===== config.mk =====
export PLATFORM = sky130hd
export DESIGN_NAME = rega_display_timer
export DESIGN_NICKNAME = d
export VERILOG_FILES = /design/src/rtl/rega_display_timer.sv
export SDC_FILE = /design/constraint.sdc
export NUM_CORES = 1
export LEC_CHECK = 0
export ABC_AREA = 1
export CORE_MARGIN = 2
export CORE_UTILIZATION = 61
export CTS_BUF_LIST = sky130_fd_sc_hd__clkbuf_4 sky130_fd_sc_hd__clkbuf_8 sky130_fd_sc_hd__clkbuf_16
export DETAILED_ROUTE_END_ITERATION = 10
export DONT_BUFFER_PORTS = 1
export PLACE_DENSITY = 0.77
export SETUP_SLACK_MARGIN = 0.02
export SYNTH_ARGS = -nofsm -noshare
export SYNTH_HDL_FRONTEND = slang
export SYNTH_SLANG_ARGS = --single-unit

===== constraint.sdc =====
create_clock -name Clk -period 1.91 [get_ports Clk]
set_clock_uncertainty 0.2 [all_clocks]
set_input_delay 0.2865 -clock Clk [delete_from_list [all_inputs] [get_ports Clk]]
set_output_delay 0.2865 -clock Clk [all_outputs]
set_load 0.05 [all_outputs]

===== src/rtl/rega_display_timer.sv =====
// Irrigation countdown timer (sprinkler/drip) with fault pause and a
// multiplexed common-anode 7-segment display driver.
module rega_display_timer #(
    parameter int N_DIG    = 4,
    parameter int T_ASP    = 30,
    parameter int T_GOT    = 15,
    parameter int SCAN_DIV = 1000
) (
    input  logic             Clk,
    input  logic             Rst,
    input  logic             Tick,
    input  logic             Bs,
    input  logic             Vs,
    input  logic             ERRO,
    input  logic             Ve,
    output logic             Valve_out,
    output logic             Done,
    output logic [6:0]       SEGs,
    output logic [N_DIG-1:0] SEG_D,
    output logic             SEG_P
);

    localparam int CW = (SCAN_DIV > 1) ? $clog2(SCAN_DIV) : 1;
    localparam int IW = (N_DIG > 1) ? $clog2(N_DIG) : 1;
    localparam logic [CW-1:0] SCAN_LAST = CW'(SCAN_DIV - 1);
    localparam logic [IW-1:0] IDX_LAST  = IW'(N_DIG - 1);

    localparam logic [3:0] ASP_TENS  = 4'(T_ASP / 10);
    localparam logic [3:0] ASP_UNITS = 4'(T_ASP % 10);
    localparam logic [3:0] GOT_TENS  = 4'(T_GOT / 10);
    localparam logic [3:0] GOT_UNITS = 4'(T_GOT % 10);

    localparam logic [6:0] G_A     = 7'h08;
    localparam logic [6:0] G_G     = 7'h42;
    localparam logic [6:0] G_D     = 7'h21;
    localparam logic [6:0] G_E     = 7'h06;
    localparam logic [6:0] G_R     = 7'h2F;
    localparam logic [6:0] G_DASH  = 7'h3F;
    localparam logic [6:0] G_BLANK = 7'h7F;

    typedef enum logic [2:0] {
        IDLE,
        RUN_ASP,
        RUN_GOT,
        PAUSE,
        DONE
    } state_t;

    state_t     state, stateNext;
    logic [3:0] tens, units, tensNext, unitsNext;
    logic       mode, modeNext;
    logic       doneNext;
    logic       req;
    logic       running;

    logic [CW-1:0] scanCnt;
    logic [IW-1:0] scanIdx;
    logic [31:0]   idxVal;
    logic [6:0]    segNext;
    logic          pNext;

    function automatic logic [6:0] digitGlyph(input logic [3:0] d);
        case (d)
            4'd0:    digitGlyph = 7'h40;
            4'd1:    digitGlyph = 7'h79;
            4'd2:    digitGlyph = 7'h24;
            4'd3:    digitGlyph = 7'h30;
            4'd4:    digitGlyph = 7'h19;
            4'd5:    digitGlyph = 7'h12;
            4'd6:    digitGlyph = 7'h02;
            4'd7:    digitGlyph = 7'h78;
            4'd8:    digitGlyph = 7'h00;
            4'd9:    digitGlyph = 7'h10;
            default: digitGlyph = G_BLANK;
        endcase
    endfunction

    // mode selects which request keeps a RUN/PAUSE alive: 0 = sprinkler, 1 = drip
    assign req     = mode ? Vs : Bs;
    assign running = (state == RUN_ASP) || (state == RUN_GOT);

    always_comb begin
        stateNext = state;
        tensNext  = tens;
        unitsNext = units;
        modeNext  = mode;
        doneNext  = 1'b0;
        case (state)
            IDLE: begin
                if (!ERRO) begin
                    if (Bs) begin
                        stateNext = RUN_ASP;
                        tensNext  = ASP_TENS;
                        unitsNext = ASP_UNITS;
                        modeNext  = 1'b0;
                    end else if (Vs) begin
                        stateNext = RUN_GOT;
                        tensNext  = GOT_TENS;
                        unitsNext = GOT_UNITS;
                        modeNext  = 1'b1;
                    end
                end
            end
            RUN_ASP, RUN_GOT: begin
                if (!req) begin
                    stateNext = IDLE;
                    tensNext  = '0;
                    unitsNext = '0;
                end else if (ERRO) begin
                    stateNext = PAUSE;
                end else if (Tick) begin
                    if (tens == 4'd0 && units == 4'd1) begin
                        stateNext = DONE;
                        unitsNext = '0;
                        doneNext  = 1'b1;
                    end else if (units == 4'd0) begin
                        unitsNext = 4'd9;
                        tensNext  = tens - 4'd1;
                    end else begin
                        unitsNext = units - 4'd1;
                    end
                end
            end
            PAUSE: begin
                if (!req) begin
                    stateNext = IDLE;
                    tensNext  = '0;
                    unitsNext = '0;
                end else if (!ERRO) begin
                    stateNext = mode ? RUN_GOT : RUN_ASP;
                end
            end
            DONE: begin
                if (!Bs && !Vs) stateNext = IDLE;
            end
            default: stateNext = IDLE;
        endcase
    end

    always_ff @(posedge Clk or posedge Rst) begin
        if (Rst) begin
            state     <= IDLE;
            tens      <= '0;
            units     <= '0;
            mode      <= 1'b0;
            Done      <= 1'b0;
            Valve_out <= 1'b0;
        end else begin
            state     <= stateNext;
            tens      <= tensNext;
            units     <= unitsNext;
            mode      <= modeNext;
            Done      <= doneNext;
            Valve_out <= (stateNext == RUN_ASP) || (stateNext == RUN_GOT);
        end
    end

    always_ff @(posedge Clk or posedge Rst) begin
        if (Rst) begin
            scanCnt <= '0;
            scanIdx <= '0;
        end else if (scanCnt == SCAN_LAST) begin
            scanCnt <= '0;
            scanIdx <= (scanIdx == IDX_LAST) ? '0 : scanIdx + 1'b1;
        end else begin
            scanCnt <= scanCnt + 1'b1;
        end
    end

    assign idxVal = 32'(scanIdx);

    always_comb begin
        segNext = G_BLANK;
        pNext   = 1'b1;
        if (ERRO) begin
            case (idxVal)
                32'd0, 32'd1: segNext = G_R;
                32'd2:        segNext = G_E;
                default:      segNext = G_BLANK;
            endcase
        end else begin
            case (idxVal)
                32'd0: segNext = digitGlyph(units);
                32'd1: begin
                    // leading zero suppressed while a countdown is shown
                    segNext = (tens == 4'd0 && state != IDLE) ? G_BLANK : digitGlyph(tens);
                    pNext   = !running;
                end
                32'd2: begin
                    case (state)
                        RUN_ASP: segNext = G_A;
                        RUN_GOT: segNext = G_G;
                        DONE:    segNext = G_D;
                        default: segNext = G_DASH;
                    endcase
                end
                32'd3:   segNext = Ve ? digitGlyph(4'd1) : digitGlyph(4'd0);
                default: segNext = G_BLANK;
            endcase
        end
    end

    always_ff @(posedge Clk or posedge Rst) begin
        if (Rst) begin
            SEGs  <= G_BLANK;
            SEG_D <= '1;
            SEG_P <= 1'b1;
        end else begin
            SEGs  <= segNext;
            SEG_D <= ~(N_DIG'(1) << scanIdx);
            SEG_P <= pNext;
        end
    end

endmodule

==> impl_metrics.xml, run 1 <==
<?xml version="1.0" encoding="UTF-8"?>
<metrics>
  <group name="status">
    <metric name="run_status" unit="">finished clean</metric>
  </group>
  <group name="timing">
    <metric name="finalMaxSlewViolations" unit="">0</metric>
    <metric name="worst-slew-pin-transition" unit="ns">0.458</metric>
    <metric name="timing_hold_violations_final" unit="">0</metric>
    <metric name="final-setup-viol-count" unit="">0</metric>
    <metric name="final_min_period_over_clock_period" unit="%">94.8</metric>
    <metric name="final.min_clock_period" unit="ns">1.81</metric>
    <metric name="timing.slew.headroom" unit="%">69.5</metric>
    <metric name="grt_setup_unrepaired" unit="">yes</metric>
    <metric name="fmax" unit="GHz">0.552</metric>
  </group>
  <group name="grt">
    <metric name="grt_use_total" unit="%">26.3</metric>
    <metric name="grt-ovfl-total" unit="">0</metric>
    <metric name="grt_first_pass_wirelength" unit="um">8910</metric>
    <metric name="grt_antenna_before_repair" unit="">0</metric>
    <metric name="grt_max_degree" unit="">39</metric>
    <metric name="via_count_of_the_first_global_routing_pass" unit="">2036</metric>
  </group>
  <group name="place">
    <metric name="dp_hpwl" unit="um">3900</metric>
    <metric name="place.port_buffers" unit="">0</metric>
    <metric name="gp_weighted_congestion" unit="">0.870</metric>
    <metric name="placement.cell_area" unit="sq um">2510</metric>
    <metric name="post-place-cells" unit="">381</metric>
  </group>
  <group name="worst_setup_path">
    <metric name="kind_of_critical_path" unit="">reg -&gt; reg</metric>
    <metric name="crit_path_max_fanout" unit="">5</metric>
    <metric name="critPathCaptureType" unit="">register</metric>
    <metric name="crit_required" unit="ns">1.89</metric>
    <metric name="setup.worst_path.start_class" unit="">register</metric>
    <metric name="r2r_slack" unit="ns">0.1</metric>
    <metric name="cp.arrival" unit="ns">1.79</metric>
  </group>
  <group name="cells_and_area">
    <metric name="final_area" unit="sq um">2760</metric>
    <metric name="final_cell_count_no_fill" unit="">398</metric>
    <metric name="multiInputGateArea" unit="sq um">1260</metric>
    <metric name="fin_nets" unit="">373</metric>
    <metric name="diodes" unit="">0</metric>
    <metric name="area_delta_synth_final" unit="%">14.1</metric>
    <metric name="fill_cells" unit="">294</metric>
    <metric name="sequential_cell_area" unit="sq um">966</metric>
    <metric name="fraction_of_final_layout_cells_with_drive_strength_greater_than_1" unit="%">14.3</metric>
  </group>
  <group name="floorplan">
    <metric name="die-area" unit="sq um">4480</metric>
    <metric name="io_pins" unit="">21</metric>
    <metric name="effective_utilization_at_floorplan" unit="%">64.6</metric>
    <metric name="rows" unit="">22</metric>
    <metric name="core_area" unit="sq um">3740</metric>
    <metric name="die_w" unit="um">67.0</metric>
    <metric name="die_height" unit="um">67.0</metric>
  </group>
  <group name="yosys">
    <metric name="post_synth_instance_area" unit="sq um">2420</metric>
    <metric name="yosys.area.top_type_share" unit="%">26.9</metric>
    <metric name="yosys-top-cells-area" unit="">sky130_fd_sc_hd__dfrtp_1, sky130_fd_sc_hd__dfstp_2, sky130_fd_sc_hd__nand2_1, sky130_fd_sc_hd__ha_1, sky130_fd_sc_hd__inv_1</metric>
    <metric name="postSynthNetCount" unit="">352</metric>
    <metric name="flip_flop_and_latch_count_after_synthesis" unit="">38</metric>
    <metric name="synthesis.area_per_instance" unit="sq um">7.37</metric>
    <metric name="ys.warnings.count" unit="">0</metric>
    <metric name="syn-instance-count" unit="">328</metric>
    <metric name="synthDistinctLibCells" unit="">28</metric>
    <metric name="ys_seq_area_share" unit="%">39.9</metric>
    <metric name="post-synth-top-area-cell" unit="">sky130_fd_sc_hd__dfrtp_1</metric>
  </group>
  <group name="detailed_routing">
    <metric name="detail-route-antenna-nets" unit="">0</metric>
    <metric name="vias" unit="">2210</metric>
    <metric name="drt_first_pass_iters" unit="">5</metric>
    <metric name="first_iter_violations" unit="">272</metric>
    <metric name="drc_viols" unit="">0</metric>
    <metric name="wl" unit="um">5350</metric>
    <metric name="post_drt_wl_per_cell" unit="um">13.4</metric>
    <metric name="drt-vias-per-instance" unit="">5.55</metric>
  </group>
  <group name="power_and_ir_drop">
    <metric name="leakage" unit="nW">1.45</metric>
    <metric name="power.density_cell_area" unit="nW/um^2">1500</metric>
    <metric name="report.power.total" unit="mW">4.13</metric>
    <metric name="max-vdd-ir-drop" unit="mV">1.13</metric>
  </group>
  <group name="clock_network">
    <metric name="cts_tree" unit="">built</metric>
    <metric name="h-tree-depth" unit="">2</metric>
    <metric name="cts_buffer_depth" unit="">2</metric>
    <metric name="clock-root-buffer" unit="">sky130_fd_sc_hd__clkbuf_8</metric>
    <metric name="cts.clk_slew.worst_paths" unit="ns">0.08</metric>
    <metric name="worstSkewPairLatency" unit="ns">0.29</metric>
    <metric name="clock_sinks" unit="">38</metric>
    <metric name="cts-buffers-inserted" unit="">5</metric>
  </group>
  <group name="run">
    <metric name="drv_cap" unit="">0</metric>
  </group>
  <group name="min_path">
    <metric name="worstHoldPathType" unit="">in -&gt; reg</metric>
  </group>
</metrics>
[registers in the layout (all words and copies together), names as in the netlist]
| name | count |
|---|---|
| scanCnt | 10 |
| SEGs | 7 |
| SEG_D | 4 |
| tens | 4 |
| units | 4 |
| state | 3 |
| scanIdx | 2 |
| Done | 1 |
| SEG_P | 1 |
| Valve_out | 1 |
| mode | 1 |
[kinds of logic (layout without fill, tap and decap cells)]
family,after synthesis,in the layout,synth area share [%]
simple gates,170,170,30.7
fa+ha+maj,17,17,8.79
flops,38,38,39.9
compound gates,51,51,12.1
buf+inv,52,74,8.43
[layout make-up]
class | instances | area share (%)
multi-input combinational | 238 | 45.7
sequential | 38 | 35.0
inverter | 50 | 6.80
timing repair buffer | 16 | 5.35
clock buffer | 7 | 3.90
tap | 48 | 2.18
clock inverter | 1 | 1.09
[critical path: stages, from the launching register on]
cell                      delay, ns
sky130_fd_sc_hd__dfrtp_1       0.38
sky130_fd_sc_hd__inv_1         0.16
sky130_fd_sc_hd__ha_1          0.26
sky130_fd_sc_hd__nand2_1       0.14
sky130_fd_sc_hd__o21ai_2       0.28
sky130_fd_sc_hd__nand2_1       0.15
sky130_fd_sc_hd__nand2_1       0.08
sky130_fd_sc_hd__nand2_1       0.05
[cell usage after synthesis]
cell / instances
sky130_fd_sc_hd__ha_1: 17
sky130_fd_sc_hd__or2_2: 1
sky130_fd_sc_hd__nand4_1: 8
sky130_fd_sc_hd__inv_2: 3
sky130_fd_sc_hd__o31ai_1: 1
sky130_fd_sc_hd__a21oi_1: 17
sky130_fd_sc_hd__inv_1: 47
sky130_fd_sc_hd__or2_1: 1
sky130_fd_sc_hd__nand3b_1: 1
sky130_fd_sc_hd__buf_2: 1
sky130_fd_sc_hd__nand3_4: 1
sky130_fd_sc_hd__buf_6: 1
sky130_fd_sc_hd__nand3_2: 1
sky130_fd_sc_hd__o22ai_1: 1
sky130_fd_sc_hd__a21boi_0: 1
sky130_fd_sc_hd__nor2_8: 1
sky130_fd_sc_hd__nand3_1: 26
sky130_fd_sc_hd__o21ai_0: 24
sky130_fd_sc_hd__nor3_1: 4
sky130_fd_sc_hd__dfstp_2: 12
sky130_fd_sc_hd__o21ai_2: 4
sky130_fd_sc_hd__o211ai_1: 1
sky130_fd_sc_hd__a22oi_1: 1
sky130_fd_sc_hd__dfrtp_1: 26
sky130_fd_sc_hd__a21oi_4: 1
sky130_fd_sc_hd__nor2_1: 41
sky130_fd_sc_hd__nand2_2: 1
sky130_fd_sc_hd__nand2_1: 84
[where the power goes]
| part | internal, mW | switching (mW) | leakage (nW) |
|---|---|---|---|
| sequential | 1.02 | 0.386 | 0.461 |
| combinational | 0.706 | 1.21 | 0.923 |
| clock | 0.505 | 0.296 | 0.0696 |
[per-layer routing]
layer	share of wire, %	track usage (%)	vias to the layer above
met5	0	0	-
met4	1.7	8.93	0
met3	6.6	5.91	12
met2	46	43.6	91
met1	45	33.7	1015
li1	-	-	1092
[timing repair]
item / 4_1_cts / 5_1_grt
setup buffers: 0 / 3
endpoints found under the setup margin: 0 / 13
resized for setup: 0 / 9
hold endpoints to repair: 37 / 0
hold buffers: 6 / 0
[metrics by stage]
stage	hold WS (ns)	setup TNS [ns]	worst slack (ns)	utilization (%)
final	0.0154	0	0.0999	73.7
after global routing	0.0264	-0.0421	-0.0150	73.7
after CTS	0.0160	0	0.0561	72.5
after detailed placement	0.121	0	0.0791	67.2
after global placement	0.116	0	0.138	67.2
after floorplan	0.251	0	0.260	-
[layout by cell type, fill, tap and decap left out, types with 4 or more instances in the layout]
cell type	count
sky130_fd_sc_hd__inv_1	45
sky130_fd_sc_hd__nor3_1	4
sky130_fd_sc_hd__nor2_1	39
sky130_fd_sc_hd__o21ai_2	4
sky130_fd_sc_hd__dfrtp_1	26
sky130_fd_sc_hd__nand4_1	8
sky130_fd_sc_hd__clkbuf_8	6
sky130_fd_sc_hd__nand2_1	83
sky130_fd_sc_hd__buf_4	9
sky130_fd_sc_hd__ha_1	15
sky130_fd_sc_hd__dlygate4sd3_1	6
sky130_fd_sc_hd__o21ai_0	22
sky130_fd_sc_hd__nand3_1	26
sky130_fd_sc_hd__dfstp_2	12
sky130_fd_sc_hd__inv_2	5
sky130_fd_sc_hd__a21oi_1	17
[path summary, 6_finish.rpt]
| kind | start | to | depth (start not counted) |
|---|---|---|---|
| min in group asynchronous | Rst | scanIdx[0]$_DFFE_PP0N_ | 3 |
| max | units[1]$_DFFE_PP0P_ | tens[1]$_DFFE_PP0P_ | 7 |
| min reg2reg | scanCnt[0]$_DFF_PP0_ | scanCnt[0]$_DFF_PP0_ | 1 |
| max in group asynchronous | Rst | SEG_D[0]$_DFF_PP1_ | 3 |
| max reg2reg | units[1]$_DFFE_PP0P_ | tens[1]$_DFFE_PP0P_ | 7 |
| min | ERRO | mode$_DFFE_PP0P_ | 3 |
No activity file was read; power rests on OpenSTA's default activity.
==> run 2, diff against run 1 <==
Settings changed: SKIP_CTS_REPAIR_TIMING set to 1.
==> impl_metrics.xml, run 2 (same netlist as run 1, synthesis figures left out) <==
<?xml version="1.0" encoding="UTF-8"?>
<metrics>
  <group name="power_and_ir_drop">
    <metric name="total_switching_power" unit="mW">1.90</metric>
    <metric name="internal_cell_power" unit="mW">2.23</metric>
    <metric name="comb_power_share" unit="%">46.5</metric>
    <metric name="leakage" unit="nW">1.44</metric>
    <metric name="report.power.total" unit="mW">4.13</metric>
    <metric name="power.density_cell_area" unit="nW/um^2">1510</metric>
    <metric name="p_seq_share" unit="%">34.2</metric>
    <metric name="switching_share" unit="%">46.0</metric>
    <metric name="clk_network_pwr_share" unit="%">19.4</metric>
    <metric name="max-vdd-ir-drop" unit="mV">1.13</metric>
  </group>
  <group name="timing">
    <metric name="postLayoutSetupSlackWorst" unit="ns">0.0371</metric>
    <metric name="timing.slew.headroom" unit="%">69.5</metric>
    <metric name="worst-slew-pin-transition" unit="ns">0.458</metric>
    <metric name="final.min_clock_period" unit="ns">1.87</metric>
    <metric name="final-setup-viol-count" unit="">0</metric>
    <metric name="fmax" unit="GHz">0.534</metric>
    <metric name="setup-tns-final" unit="ns">0</metric>
    <metric name="fin_hold_ws" unit="ns">-0.0238</metric>
    <metric name="finalMaxSlewViolations" unit="">0</metric>
    <metric name="final_min_period_over_clock_period" unit="%">98.1</metric>
    <metric name="timing_hold_violations_final" unit="">1</metric>
    <metric name="grt_setup_unrepaired" unit="">yes</metric>
  </group>
  <group name="worst_setup_path">
    <metric name="r2r_slack" unit="ns">0.09</metric>
    <metric name="crit_required" unit="ns">1.93</metric>
    <metric name="cp.arrival" unit="ns">1.90</metric>
    <metric name="critPathCaptureType" unit="">register</metric>
    <metric name="crit_path_max_fanout" unit="">7</metric>
    <metric name="setup.worst_path.start_class" unit="">input pin</metric>
    <metric name="kind_of_critical_path" unit="">in -&gt; reg</metric>
  </group>
  <group name="run">
    <metric name="drv_cap" unit="">0</metric>
  </group>
  <group name="grt">
    <metric name="grt-ovfl-total" unit="">0</metric>
    <metric name="grt_max_degree" unit="">39</metric>
    <metric name="grt_first_pass_wirelength" unit="um">8830</metric>
    <metric name="grt_antenna_before_repair" unit="">0</metric>
    <metric name="via_count_of_the_first_global_routing_pass" unit="">1982</metric>
    <metric name="grt_use_total" unit="%">26.0</metric>
  </group>
  <group name="place">
    <metric name="gp_weighted_congestion" unit="">0.870</metric>
    <metric name="post-place-cells" unit="">381</metric>
    <metric name="placement.setup.worst_slack" unit="ns">0.0791</metric>
    <metric name="dp_hpwl" unit="um">3900</metric>
    <metric name="place.port_buffers" unit="">0</metric>
  </group>
  <group name="floorplan">
    <metric name="rows" unit="">22</metric>
    <metric name="io_pins" unit="">21</metric>
    <metric name="die_w" unit="um">67.0</metric>
    <metric name="die_height" unit="um">67.0</metric>
    <metric name="effective_utilization_at_floorplan" unit="%">64.6</metric>
    <metric name="core_area" unit="sq um">3740</metric>
    <metric name="die-area" unit="sq um">4480</metric>
  </group>
  <group name="clock_network">
    <metric name="cts.clk_slew.worst_paths" unit="ns">0.08</metric>
    <metric name="clock_sinks" unit="">38</metric>
    <metric name="h-tree-depth" unit="">2</metric>
    <metric name="clock-root-buffer" unit="">sky130_fd_sc_hd__clkbuf_8</metric>
    <metric name="cts-buffers-inserted" unit="">5</metric>
    <metric name="cts_tree" unit="">built</metric>
    <metric name="cts_buffer_depth" unit="">2</metric>
    <metric name="worstSkewPairLatency" unit="ns">0.29</metric>
  </group>
  <group name="detailed_routing">
    <metric name="post_drt_wl_per_cell" unit="um">13.5</metric>
    <metric name="vias" unit="">2162</metric>
    <metric name="wl" unit="um">5320</metric>
    <metric name="drc_viols" unit="">0</metric>
    <metric name="first_iter_violations" unit="">180</metric>
    <metric name="detail-route-antenna-nets" unit="">0</metric>
    <metric name="drt_first_pass_iters" unit="">5</metric>
    <metric name="drt-vias-per-instance" unit="">5.47</metric>
  </group>
  <group name="cells_and_area">
    <metric name="fin_nets" unit="">370</metric>
    <metric name="most_common_library_cell_in_the_layout_ignoring_fill_and_taps" unit="">sky130_fd_sc_hd__nand2_1</metric>
    <metric name="area_delta_synth_final" unit="%">12.9</metric>
    <metric name="register_bank_with_the_most_flops" unit="">scanCnt</metric>
    <metric name="final_cell_count_no_fill" unit="">395</metric>
    <metric name="fraction_of_final_layout_cells_with_drive_strength_greater_than_1" unit="%">14.4</metric>
    <metric name="diodes" unit="">0</metric>
    <metric name="largest_reg_flops" unit="">10</metric>
    <metric name="reg_top3" unit="">scanCnt: 10 flops, SEGs: 7 flops</metric>
    <metric name="commonest_cells_after_routing_fill_and_taps_aside" unit="">sky130_fd_sc_hd__nand2_1, sky130_fd_sc_hd__inv_1, sky130_fd_sc_hd__nor2_1, sky130_fd_sc_hd__dfrtp_1, sky130_fd_sc_hd__nand3_1</metric>
  </group>
  <group name="status">
    <metric name="run_status" unit="">finished, violations left</metric>
    <metric name="failing_checks" unit="">negative hold slack</metric>
  </group>
  <group name="min_path">
    <metric name="worstHoldPathType" unit="">in -&gt; reg</metric>
  </group>
</metrics>
run 2: changes by cell type in the layout (fill, tap and decap cells not counted), sizes merged:
cell,previous run,this run
dlygate4sd3,6,3
run 2: area by class of cell:
type	instances	area, sq um
inverter	50	188
multi-input combinational	238	1260
timing repair buffer	13	118
tap	48	60.1
fill	301	1010
clock inverter	1	30.0
sequential	38	966
clock buffer	7	108
run 2: layer usage:
metal	GRT usage (%)	routed length, um	vias up
li1	-	-	1088
met1	33.5	2420	990
met3	6.42	323	10
met2	43.1	2490	74
met5	0	0	-
met4	7.65	80	0
run 2: power groups by stage:
stage | sequential [mW] | clock (mW) | combinational [mW]
after floorplan | 1.39 | 0 | 1.35
after global placement | 1.41 | 0 | 1.69
after detailed placement | 1.42 | 0 | 1.72
after CTS | 1.40 | 0.814 | 1.74
after global routing | 1.43 | 0.854 | 2.15
final | 1.41 | 0.800 | 1.92
run 2: through the flow:
step | utilization (%) | area (sq um)
after floorplan | - | 2420
after global placement | 67.2 | 2510
after detailed placement | 67.2 | 2510
after CTS | 70.9 | 2650
after global routing | 72.9 | 2730
final | 72.9 | 2730
run 2: critical path: stages:
cell	delay (ns)
sky130_fd_sc_hd__dlygate4sd3_1	0.64
sky130_fd_sc_hd__inv_2	0.15
sky130_fd_sc_hd__nand2_1	0.09
sky130_fd_sc_hd__nand2_1	0.08
sky130_fd_sc_hd__nand3_2	0.08
sky130_fd_sc_hd__a21oi_4	0.20
sky130_fd_sc_hd__buf_12	0.15
sky130_fd_sc_hd__buf_4	0.11
sky130_fd_sc_hd__nand2_1	0.06
sky130_fd_sc_hd__o21ai_2	0.05
run 2: worst paths after layout:
check / start / endpoint / depth (start not counted)
setup / recovery: ERRO / units[1]$_DFFE_PP0P_ / 10
hold / removal: Vs / mode$_DFFE_PP0P_ / 2
setup reg to reg: units[1]$_DFFE_PP0P_ / tens[1]$_DFFE_PP0P_ / 7
hold reg to reg: scanCnt[0]$_DFF_PP0_ / scanCnt[0]$_DFF_PP0_ / 1
max in group asynchronous: Rst / SEG_D[0]$_DFF_PP1_ / 3
min in group asynchronous: Rst / state[2]$_DFF_PP0_ / 3
